## config.mk

```make
export PLATFORM = sky130hd
export DESIGN_NAME = iiitb_rtc_set_ctrl
export DESIGN_NICKNAME = d
export VERILOG_FILES = /design/src/rtl/iiitb_rtc_pkg.sv /design/src/rtl/iiitb_rtc_bcd2_inc.sv /design/src/rtl/iiitb_rtc_set_ctrl.sv
export SDC_FILE = /design/constraint.sdc
export NUM_CORES = 1
export LEC_CHECK = 0
export CORE_UTILIZATION = 50
export DETAILED_ROUTE_END_ITERATION = 6
export GPL_TIMING_DRIVEN = 0
export PLACE_DENSITY = 0.86
export SLEW_MARGIN = 10
export SYNTH_ARGS = -nofsm -noshare
export SYNTH_HDL_FRONTEND = slang
export SYNTH_SLANG_ARGS = --single-unit
```

## constraint.sdc

```tcl
create_clock -name clk -period 2.5 [get_ports clk]
set_clock_uncertainty 0.2 [all_clocks]
set_input_delay 0.25 -clock clk [delete_from_list [all_inputs] [get_ports clk]]
set_output_delay 0.25 -clock clk [all_outputs]
set_load 0.05 [all_outputs]
```

## src/rtl/iiitb_rtc_pkg.sv

```systemverilog
// Shared types and constants for the RTC time-set controller.
package iiitb_rtc_pkg;

    typedef enum logic [2:0] {
        ST_RUN,
        ST_EDIT_HR,
        ST_EDIT_MIN,
        ST_EDIT_SEC,
        ST_COMMIT
    } state_t;

    localparam logic [1:0] SEL_NONE = 2'd0;
    localparam logic [1:0] SEL_HR   = 2'd1;
    localparam logic [1:0] SEL_MIN  = 2'd2;
    localparam logic [1:0] SEL_SEC  = 2'd3;

    localparam int MIN_MAX = 59;
    localparam int SEC_MAX = 59;

    // Packs a 0..99 decimal value as two BCD digits {tens, units}.
    function automatic logic [7:0] to_bcd8(input int v);
        return {4'(v / 10), 4'(v % 10)};
    endfunction

endpackage

```

## src/rtl/iiitb_rtc_bcd2_inc.sv

```systemverilog
// Two-digit BCD +1 with wrap to 00 once the value is at or above i_max.
module iiitb_rtc_bcd2_inc
    import iiitb_rtc_pkg::*;
(
    input  logic [3:0] i_msd,
    input  logic [3:0] i_lsd,
    input  logic [7:0] i_max,
    output logic [3:0] o_msd,
    output logic [3:0] o_lsd
);

    // Packed BCD compares like decimal, so >= also catches out-of-range captures.
    always_comb begin
        o_msd = i_msd;
        o_lsd = i_lsd + 4'd1;
        if ({i_msd, i_lsd} >= i_max) begin
            o_msd = 4'd0;
            o_lsd = 4'd0;
        end else if (i_lsd >= 4'd9) begin
            o_msd = i_msd + 4'd1;
            o_lsd = 4'd0;
        end
    end

endmodule

```

## src/rtl/iiitb_rtc_set_ctrl.sv

```systemverilog
// Button-driven hh:mm:ss edit sequencer: capture, edit per field, one-cycle load strobe.
module iiitb_rtc_set_ctrl
    import iiitb_rtc_pkg::*;
#(
    parameter int TIMEOUT_S = 10,
    parameter int HR_MAX    = 23
) (
    input  logic       clk,
    input  logic       rst,
    input  logic       tick_1hz,
    input  logic       mode_btn,
    input  logic       inc_btn,
    input  logic [3:0] hrm_i,
    input  logic [3:0] hrl_i,
    input  logic [3:0] minm_i,
    input  logic [3:0] minl_i,
    input  logic [3:0] secm_i,
    input  logic [3:0] secl_i,
    output logic       load_o,
    output logic [3:0] hrm_o,
    output logic [3:0] hrl_o,
    output logic [3:0] minm_o,
    output logic [3:0] minl_o,
    output logic [3:0] secm_o,
    output logic [3:0] secl_o,
    output logic [3:0] disp_hrm,
    output logic [3:0] disp_hrl,
    output logic [3:0] disp_minm,
    output logic [3:0] disp_minl,
    output logic [3:0] disp_secm,
    output logic [3:0] disp_secl,
    output logic [1:0] edit_sel,
    output logic       blink_o
);

    localparam logic [7:0] HR_MAX_BCD  = to_bcd8(HR_MAX);
    localparam logic [7:0] MIN_MAX_BCD = to_bcd8(MIN_MAX);
    localparam logic [7:0] SEC_MAX_BCD = to_bcd8(SEC_MAX);
    localparam logic [5:0] IDLE_LAST   = 6'(TIMEOUT_S - 1);

    state_t     r_state;
    state_t     w_state_nxt;
    logic [7:0] r_hr, r_min, r_sec;
    logic [7:0] r_ld_hr, r_ld_min, r_ld_sec;
    logic [5:0] r_idle;
    logic       r_blink;
    logic [7:0] w_hr_inc, w_min_inc, w_sec_inc;
    logic       w_in_edit, w_inc_ok, w_expire, w_to_quiet;

    iiitb_rtc_bcd2_inc u_hr_inc (
        .i_msd(r_hr[7:4]), .i_lsd(r_hr[3:0]), .i_max(HR_MAX_BCD),
        .o_msd(w_hr_inc[7:4]), .o_lsd(w_hr_inc[3:0])
    );
    iiitb_rtc_bcd2_inc u_min_inc (
        .i_msd(r_min[7:4]), .i_lsd(r_min[3:0]), .i_max(MIN_MAX_BCD),
        .o_msd(w_min_inc[7:4]), .o_lsd(w_min_inc[3:0])
    );
    iiitb_rtc_bcd2_inc u_sec_inc (
        .i_msd(r_sec[7:4]), .i_lsd(r_sec[3:0]), .i_max(SEC_MAX_BCD),
        .o_msd(w_sec_inc[7:4]), .o_lsd(w_sec_inc[3:0])
    );

    assign w_in_edit = (r_state == ST_EDIT_HR) || (r_state == ST_EDIT_MIN) ||
                       (r_state == ST_EDIT_SEC);
    assign w_inc_ok  = w_in_edit && inc_btn && !mode_btn;
    // Expiry lands on the same edge the idle count would reach TIMEOUT_S; any button defers it.
    assign w_expire  = w_in_edit && tick_1hz && !mode_btn && !inc_btn && (r_idle >= IDLE_LAST);

    always_comb begin
        w_state_nxt = r_state;
        edit_sel    = SEL_NONE;
        case (r_state)
            ST_RUN: begin
                if (mode_btn) w_state_nxt = ST_EDIT_HR;
            end
            ST_EDIT_HR: begin
                edit_sel = SEL_HR;
                if (mode_btn)      w_state_nxt = ST_EDIT_MIN;
                else if (w_expire) w_state_nxt = ST_RUN;
            end
            ST_EDIT_MIN: begin
                edit_sel = SEL_MIN;
                if (mode_btn)      w_state_nxt = ST_EDIT_SEC;
                else if (w_expire) w_state_nxt = ST_RUN;
            end
            ST_EDIT_SEC: begin
                edit_sel = SEL_SEC;
                if (mode_btn)      w_state_nxt = ST_COMMIT;
                else if (w_expire) w_state_nxt = ST_RUN;
            end
            ST_COMMIT: w_state_nxt = ST_RUN;
            default:   w_state_nxt = ST_RUN;
        endcase
    end

    assign w_to_quiet = (w_state_nxt == ST_RUN) || (w_state_nxt == ST_COMMIT);

    always_ff @(posedge clk or posedge rst) begin
        if (rst) begin
            r_state  <= ST_RUN;
            r_hr     <= 8'h00;
            r_min    <= 8'h00;
            r_sec    <= 8'h00;
            r_ld_hr  <= 8'h00;
            r_ld_min <= 8'h00;
            r_ld_sec <= 8'h00;
            r_idle   <= 6'd0;
            r_blink  <= 1'b0;
        end else begin
            r_state <= w_state_nxt;

            if (r_state == ST_RUN && mode_btn) begin
                r_hr  <= {hrm_i, hrl_i};
                r_min <= {minm_i, minl_i};
                r_sec <= {secm_i, secl_i};
            end else if (w_inc_ok) begin
                case (r_state)
                    ST_EDIT_HR:  r_hr  <= w_hr_inc;
                    ST_EDIT_MIN: r_min <= w_min_inc;
                    ST_EDIT_SEC: r_sec <= w_sec_inc;
                    default: ;
                endcase
            end

            if (r_state == ST_EDIT_SEC && mode_btn) begin
                r_ld_hr  <= r_hr;
                r_ld_min <= r_min;
                r_ld_sec <= r_sec;
            end

            if (!w_in_edit || mode_btn || inc_btn || w_expire) r_idle <= 6'd0;
            else if (tick_1hz)                                 r_idle <= r_idle + 6'd1;

            if (w_to_quiet)             r_blink <= 1'b0;
            else if (r_state == ST_RUN) r_blink <= 1'b1;
            else if (w_inc_ok)          r_blink <= 1'b1;
            else if (tick_1hz)          r_blink <= ~r_blink;
        end
    end

    assign load_o  = (r_state == ST_COMMIT);
    assign blink_o = r_blink;
    assign {hrm_o, hrl_o}   = r_ld_hr;
    assign {minm_o, minl_o} = r_ld_min;
    assign {secm_o, secl_o} = r_ld_sec;

    always_comb begin
        if (w_in_edit) begin
            {disp_hrm, disp_hrl}   = r_hr;
            {disp_minm, disp_minl} = r_min;
            {disp_secm, disp_secl} = r_sec;
        end else begin
            {disp_hrm, disp_hrl}   = {hrm_i, hrl_i};
            {disp_minm, disp_minl} = {minm_i, minl_i};
            {disp_secm, disp_secl} = {secm_i, secl_i};
        end
    end

endmodule
```

## Word level (Yosys, flattened, before mapping)

Index checks and enable logic that the tools add are counted.

| cells by class | value |
|---|---|
| eq/ne operators | 5 |
| add/subtract/negate cells | 7 |
| $lt $le $gt $ge | 7 |
| reduce and logical (&&, ||, !) cells | 34 |
| mux-type cells | 40 |
| bitwise operators | 1 |

Operators with widths:

| cell | count |
|---|---|
| 4-bit 2-to-1 mux | 18 |
| 8-bit 2-to-1 mux | 9 |
| 4-bit by 1-bit adder with 4-bit output, second input constant | 6 |
| 8-bit by 7-bit greater-or-equal comparator with 1-bit output, second input constant | 2 |
| 3-bit 2-to-1 mux | 5 |
| 4-bit greater-or-equal comparator, second input constant | 3 |
| 6-bit 2-to-1 mux | 2 |
| 3-bit case mux with 4 select lines | 1 |
| 2-bit nonzero test | 5 |
| 3-bit AND reduction | 3 |
| 3-bit nonzero test | 3 |
| 8-bit by 6-bit greater-or-equal comparator with 1-bit output, second input constant | 1 |
| 1-bit logical AND | 8 |
| 6-bit by 1-bit adder with 6-bit output, second input constant | 1 |
| 3-bit by 2-bit == test with 1-bit output, second input constant | 2 |
| 3-bit == test, second input constant | 2 |
| 6-bit by 4-bit greater-or-equal comparator with 1-bit output, second input constant | 1 |
| 3-bit zero test | 2 |
| 1-bit logical OR | 6 |
| 2-bit case mux with 3 select lines | 1 |
| 2-bit AND reduction | 3 |
| 1-bit 2-to-1 mux | 4 |
| 4-bit nonzero test | 1 |
| 3-bit by 1-bit == test with 1-bit output, second input constant | 1 |
| 2 further kinds | 4 |

| storage, ports and cells | value |
|---|---|
| logic and storage cells | 106 |
| bits in registers | 58 |
| input port bits | 29 |
| output and inout port bits | 52 |

## Longest topological paths before layout

| depth | value |
|---|---|
| depth in word-level cells | 13 |
| mapped depth | 7 |

## Cells and area by module

From an unflattened synthesis, not the netlist that was laid out.

| second synthesis, totals | value |
|---|---|
| cells, all modules | 415 |
| area, all modules | 4,315.4 µm² |

Modules (own cells, without submodules):

| module | area each (µm²) | cells an instance | times used | seq. area each (µm²) |
|---|---|---|---|---|
| iiitb_rtc_set_ctrl | 2,956.6 | 253 | 1 | 1,451.4 |
| iiitb_rtc_bcd2_inc | 452.9 | 54 | 3 | 0.0 |

## Worst setup path after synthesis

Ideal clock, no wire load.

| timing | value |
|---|---|
| kind | register to output |
| start point | reg r_state[1] |
| end point | out disp_hrl[3] |
| data required time | 2.050 ns |
| stages on the path, launching flop included | 5 |
| arrival time | 2.854 ns |
| slack | -0.804 ns |
| cell sequence | dfrtp_1 nor2b_1 nor2_2 clkbuf_1 o21ai_0 |

| on the way | value |
|---|---|
| word-level cells in the longest chain between the ends | 4 |
| elaborated cells on any way between the ends | 6 |
| classes of those cells | 3 x eq/ne; 1 x mux; 2 x reduce/logical |

RTL lines:

| what | line | RTL |
|---|---|---|
| start, declared | iiitb_rtc_set_ctrl.sv:41 | `state_t r_state;` |
| start signal, assigned | iiitb_rtc_set_ctrl.sv:110 | `r_state <= w_state_nxt;` |
| 3-bit by 1-bit == test with 1-bit output or 3-bit by 2-bit == test with 1-bit output (tied branches) | iiitb_rtc_set_ctrl.sv:63 | `assign w_in_edit = (r_state == ST_EDIT_HR) \|\| (r_state == ST_EDIT_MIN) \|\|` |
| 1-bit logical OR | iiitb_rtc_set_ctrl.sv:63 |  |
| 1-bit logical OR * | iiitb_rtc_set_ctrl.sv:63 |  |
| 4-bit 2-to-1 mux * | iiitb_rtc_set_ctrl.sv:148 | `if (w_in_edit) begin` |
| end, declared | iiitb_rtc_set_ctrl.sv:27 | `output logic [3:0] disp_hrl,` |

Every way passes the cells marked *; elsewhere a longest branch is shown, timed or not.

## Worst setup path in the final report

| timing | value |
|---|---|
| start point | reg r_state[2] |
| end point | out disp_secm[0] |

| on the way | value |
|---|---|
| word-level cells in the longest chain between the ends | 4 |
| elaborated cells on any way between the ends | 6 |
| classes of those cells | 3 x eq/ne; 1 x mux; 2 x reduce/logical |

RTL lines:

| what | line | RTL |
|---|---|---|
| 3-bit by 1-bit == test with 1-bit output or 3-bit by 2-bit == test with 1-bit output (tied branches) | iiitb_rtc_set_ctrl.sv:63 |  |
| 1-bit logical OR | iiitb_rtc_set_ctrl.sv:63 |  |
| 1-bit logical OR * | iiitb_rtc_set_ctrl.sv:63 |  |
| 4-bit 2-to-1 mux * | iiitb_rtc_set_ctrl.sv:148 |  |
| end, declared | iiitb_rtc_set_ctrl.sv:30 | `output logic [3:0] disp_secm,` |

Marked as above.

==> flow_summary.yaml <==
worst_setup_path:
  r2r_end: "r_sec[6]"
  rrSetupSlack_ps: 160
  cp_data_required_time_ps: 2050
  cp.arrival_ps: 2000
  crit_slowest_cell: "dfrtp_2"
  worstReg2RegStart: "r_state[0]"
  critPathMaxFanout: 5
  cp-start-kind: "flop"
  slowest_delay_ps: 420
  worstPathCellList: "nand2b_4 > inv_1 > nor2_4 > buf_12 > mux2_2 > clkdlybuf4s15_2"
  r2r_cells: 6
  end_kind: "output port"
  setup.worst_path.class: "reg2out"
detailed_routing:
  via_per_inst: 5.87
  first_pass_iters: 7
  drc: 15
  ant_nets: 0
  drt_iter0_markers: 217
  num_vias: 3057
  wl_per_cell_um: 17.8
  drt_wl_total_mm: 9.26
floorplan:
  boundaryPins: 81
  row_count: 29
  dieWidth_um: 83.8
  die_h_um: 83.8
  core_um2: 6420
  start_util_pct: 52.1
  dieArea_um2: 7020
logic_synthesis:
  ys.flop_type: "dfrtp_1"
  postSynthAreaPerCell_um2: 9.82
  synth_top_family_by_area: "compound AO/OA/AOI/OAI gates"
  synth_edf_count: 0
  syn_area_um2: 3350
  synth_seq_cells: 58
  synth_fa_ha_area_share_pct: 6.73
  synth.distinct_cells: 58
  synth_simple_gate_area_share_pct: 16.9
  ys_seq_area_share_pct: 43.4
  ys_warn_count: 0
  muxShareOfSynthArea_pct: 10.0
  synthXorXnorAreaFrac_pct: 1.05
  synth-async-reset-ratio_pct: 100
  synthCells: 341
  synthesis.nets: 388
  synth_compound_area_share_pct: 17.0
clocking:
  clk_path_buf_depth: 2
  cts_root_buf: "clkbuf_8"
  numClockSinks: 58
  htreeDepth: 3
  clkTransAtPathRegs_ps: 70
  tritoncts: "built"
  insertion_delay_ps: 330
  cts_buffers: 9
global_routing:
  grt_antenna_before_repair: 0
  first_global_vias: 3050
  grt_overflow: 0
  grt_usage_pct: 26.8
  grt_pass1_wl_mm: 14.7
  grt_max_degree: 38
final_layout:
  utilization_pct: 70.6
  layout-drive-gt1-share_pct: 21.4
  syn_to_final_growth_pct: 35.4
  antennaDiodeCount: 0
  nNetsFinal: 486
placed_design:
  routabilityCongestion: 0.866
  dpl_worst_slack_ps: -674
  port_buffers: 78
  dpl.hpwl_mm: 6.44
timing:
  fin_crit_sh_pct: 98.1
  report.final.slew_viol_count: 0
  fin_crit_ps: 2450
  setup_viol: 0
  clock.fmax_mhz: 408
  finalHoldViolCount: 0
  fin_tns_setup_ps: 0
  finalWorstSetupSlack_ps: 46.9
  slew_headroom_pct: 50.7
  worstMarginPinSlew_ps: 736
power_and_ir_drop:
  p_leak_nw: 2.06
  pwr_density_cell_nw_per_um2: 1550
  max-vdd-ir-drop_uv: 997
outcome:
  status: "finished with violations"
  failed_checks: "design-rule violations"
worst_hold_path:
  min_path_type: "in2async"
run:
  maxCapViolCount: 0
cell usage in the layout (no fill, tap or decap), types with 8 or more instances in the layout:
master,instances
clkbuf_8,10
o21ai_1,18
clkbuf_1,8
dfrtp_1,55
clkdlybuf4s50_1,53
nand2_1,47
nor2_1,10
nand3_1,11
ha_1,18
mux2_2,20
buf_4,11
a22oi_1,8
o21ai_0,17
inv_1,22
buf_2,11
logic make-up (layout without fill, tap and decap cells):
kind of cell | Yosys count | after routing
AO/OA/AOI/OAI | 82 | 82
XOR/XNOR | 4 | 4
adder cells (fa/ha/maj) | 18 | 18
buffers and inverters | 41 | 144
flip-flops | 58 | 58
multiplexers | 30 | 30
AND/OR/NAND/NOR | 108 | 108
power by group:
part | switching (mW) | total [mW] | internal, mW
Clock | 0.392 | 0.770 | 0.377
Combinational | 2.89 | 4.55 | 1.66
Sequential | 0.374 | 1.70 | 1.32
Yosys cell counts, types with 2 or more instances:
library cell  instances  share of area [%]
dfrtp_1              58                 43
nand2_1              47                5.3
o21ai_0              30                4.5
inv_1                23                2.6
ha_1                 18                6.7
mux2_2               17                5.7
nand3_1              11                1.6
clkbuf_1             10                1.1
nor2_1               10                1.1
a22oi_1               8                1.8
buf_2                 7                1.0
mux2_1                7                2.4
mux2i_1               5                1.5
nor2b_1               5               0.93
nor3_1                5               0.75
o211ai_1              5                1.1
o21ai_1               5               0.75
a21oi_1               4               0.60
and3_1                4               0.75
a22o_1                3               0.79
a2bb2oi_1             3               0.79
and2_1                3               0.56
nand2b_1              3               0.56
nand3b_1              3               0.67
xnor2_1               3               0.79
a211o_1               2               0.52
a31oi_1               2               0.37
a41oi_1               2               0.52
nor2_2                2               0.37
nor3b_1               2               0.45
nor4_1                2               0.37
o21ba_2               2               0.60
o22ai_1               2               0.37
o31ai_1               2               0.45
or3b_1                2               0.52
or4b_1                2               0.60
cell type report:
| class | count | area (um2) |
|---|---|---|
| Timing Repair Buffer | 88 | 880 |
| Buffer | 17 | 91.3 |
| Inverter | 23 | 86.3 |
| Multi-Input combinational cell | 242 | 1750 |
| Fill cell | 498 | 1890 |
| Clock inverter | 6 | 32.5 |
| Tap cell | 77 | 96.3 |
| Sequential cell | 58 | 1460 |
| Clock buffer | 10 | 138 |
worst max-delay path by stage:
| stage | startpoint | end | depth (start not counted) |
|---|---|---|---|
| 2_1_floorplan | r_state[1] | disp_hrl[0] | 4 |
| 3_3_place_gp | r_state[0] | disp_minl[0] | 8 |
| 3_5_place_dp | r_state[0] | disp_minl[1] | 8 |
| 4_1_cts | r_state[0] | disp_hrm[1] | 8 |
| 5_1_grt | r_state[0] | disp_secm[0] | 6 |
| 6_report | r_state[2] | disp_secm[0] | 6 |
per-stage QoR:
step	std cells	power, mW	hold slack [ps]	area [um2]
detailed placement	498	6.05	269	4270
floorplan	341	4.67	167	3350
global placement	496	5.91	266	4230
global route	521	7.35	89.2	4530
finish	521	7.02	51.4	4530
CTS	516	6.76	56.2	4420
flip-flops by register name, indices dropped and copies added (netlist names):
register and flops:
r_hr 8, r_ld_hr 8, r_ld_min 8, r_ld_sec 8, r_min 8, r_sec 8
r_idle 6, r_state 3, blink_o 1
layer usage:
metal / GRT usage, % / vias up / wire [um]
met2: 42.3 / 134 / 4490
met4: 13.2 / 0 / 131
met5: 0 / - / 0
met1: 35.2 / 1493 / 4050
met3: 5.34 / 13 / 581
li1: - / 1417 / -
what timing repair did:
item	4_1_cts	5_1_grt
gates cloned	0	1
hold endpoints to repair	0	0
hold buffers	0	0
pin swaps	1	2
resized for setup	116	29
endpoints found under the setup margin	25	26
buffers inserted	2	5
worst max-delay path, delay by kind of cell, from the launching register on:
family,cells,cell delay (ps)
buffers and inverters,3,570
DFF,1,420
muxes,1,340
and+or+nand+nor,2,340
No activity file was read; power rests on OpenSTA's default activity.
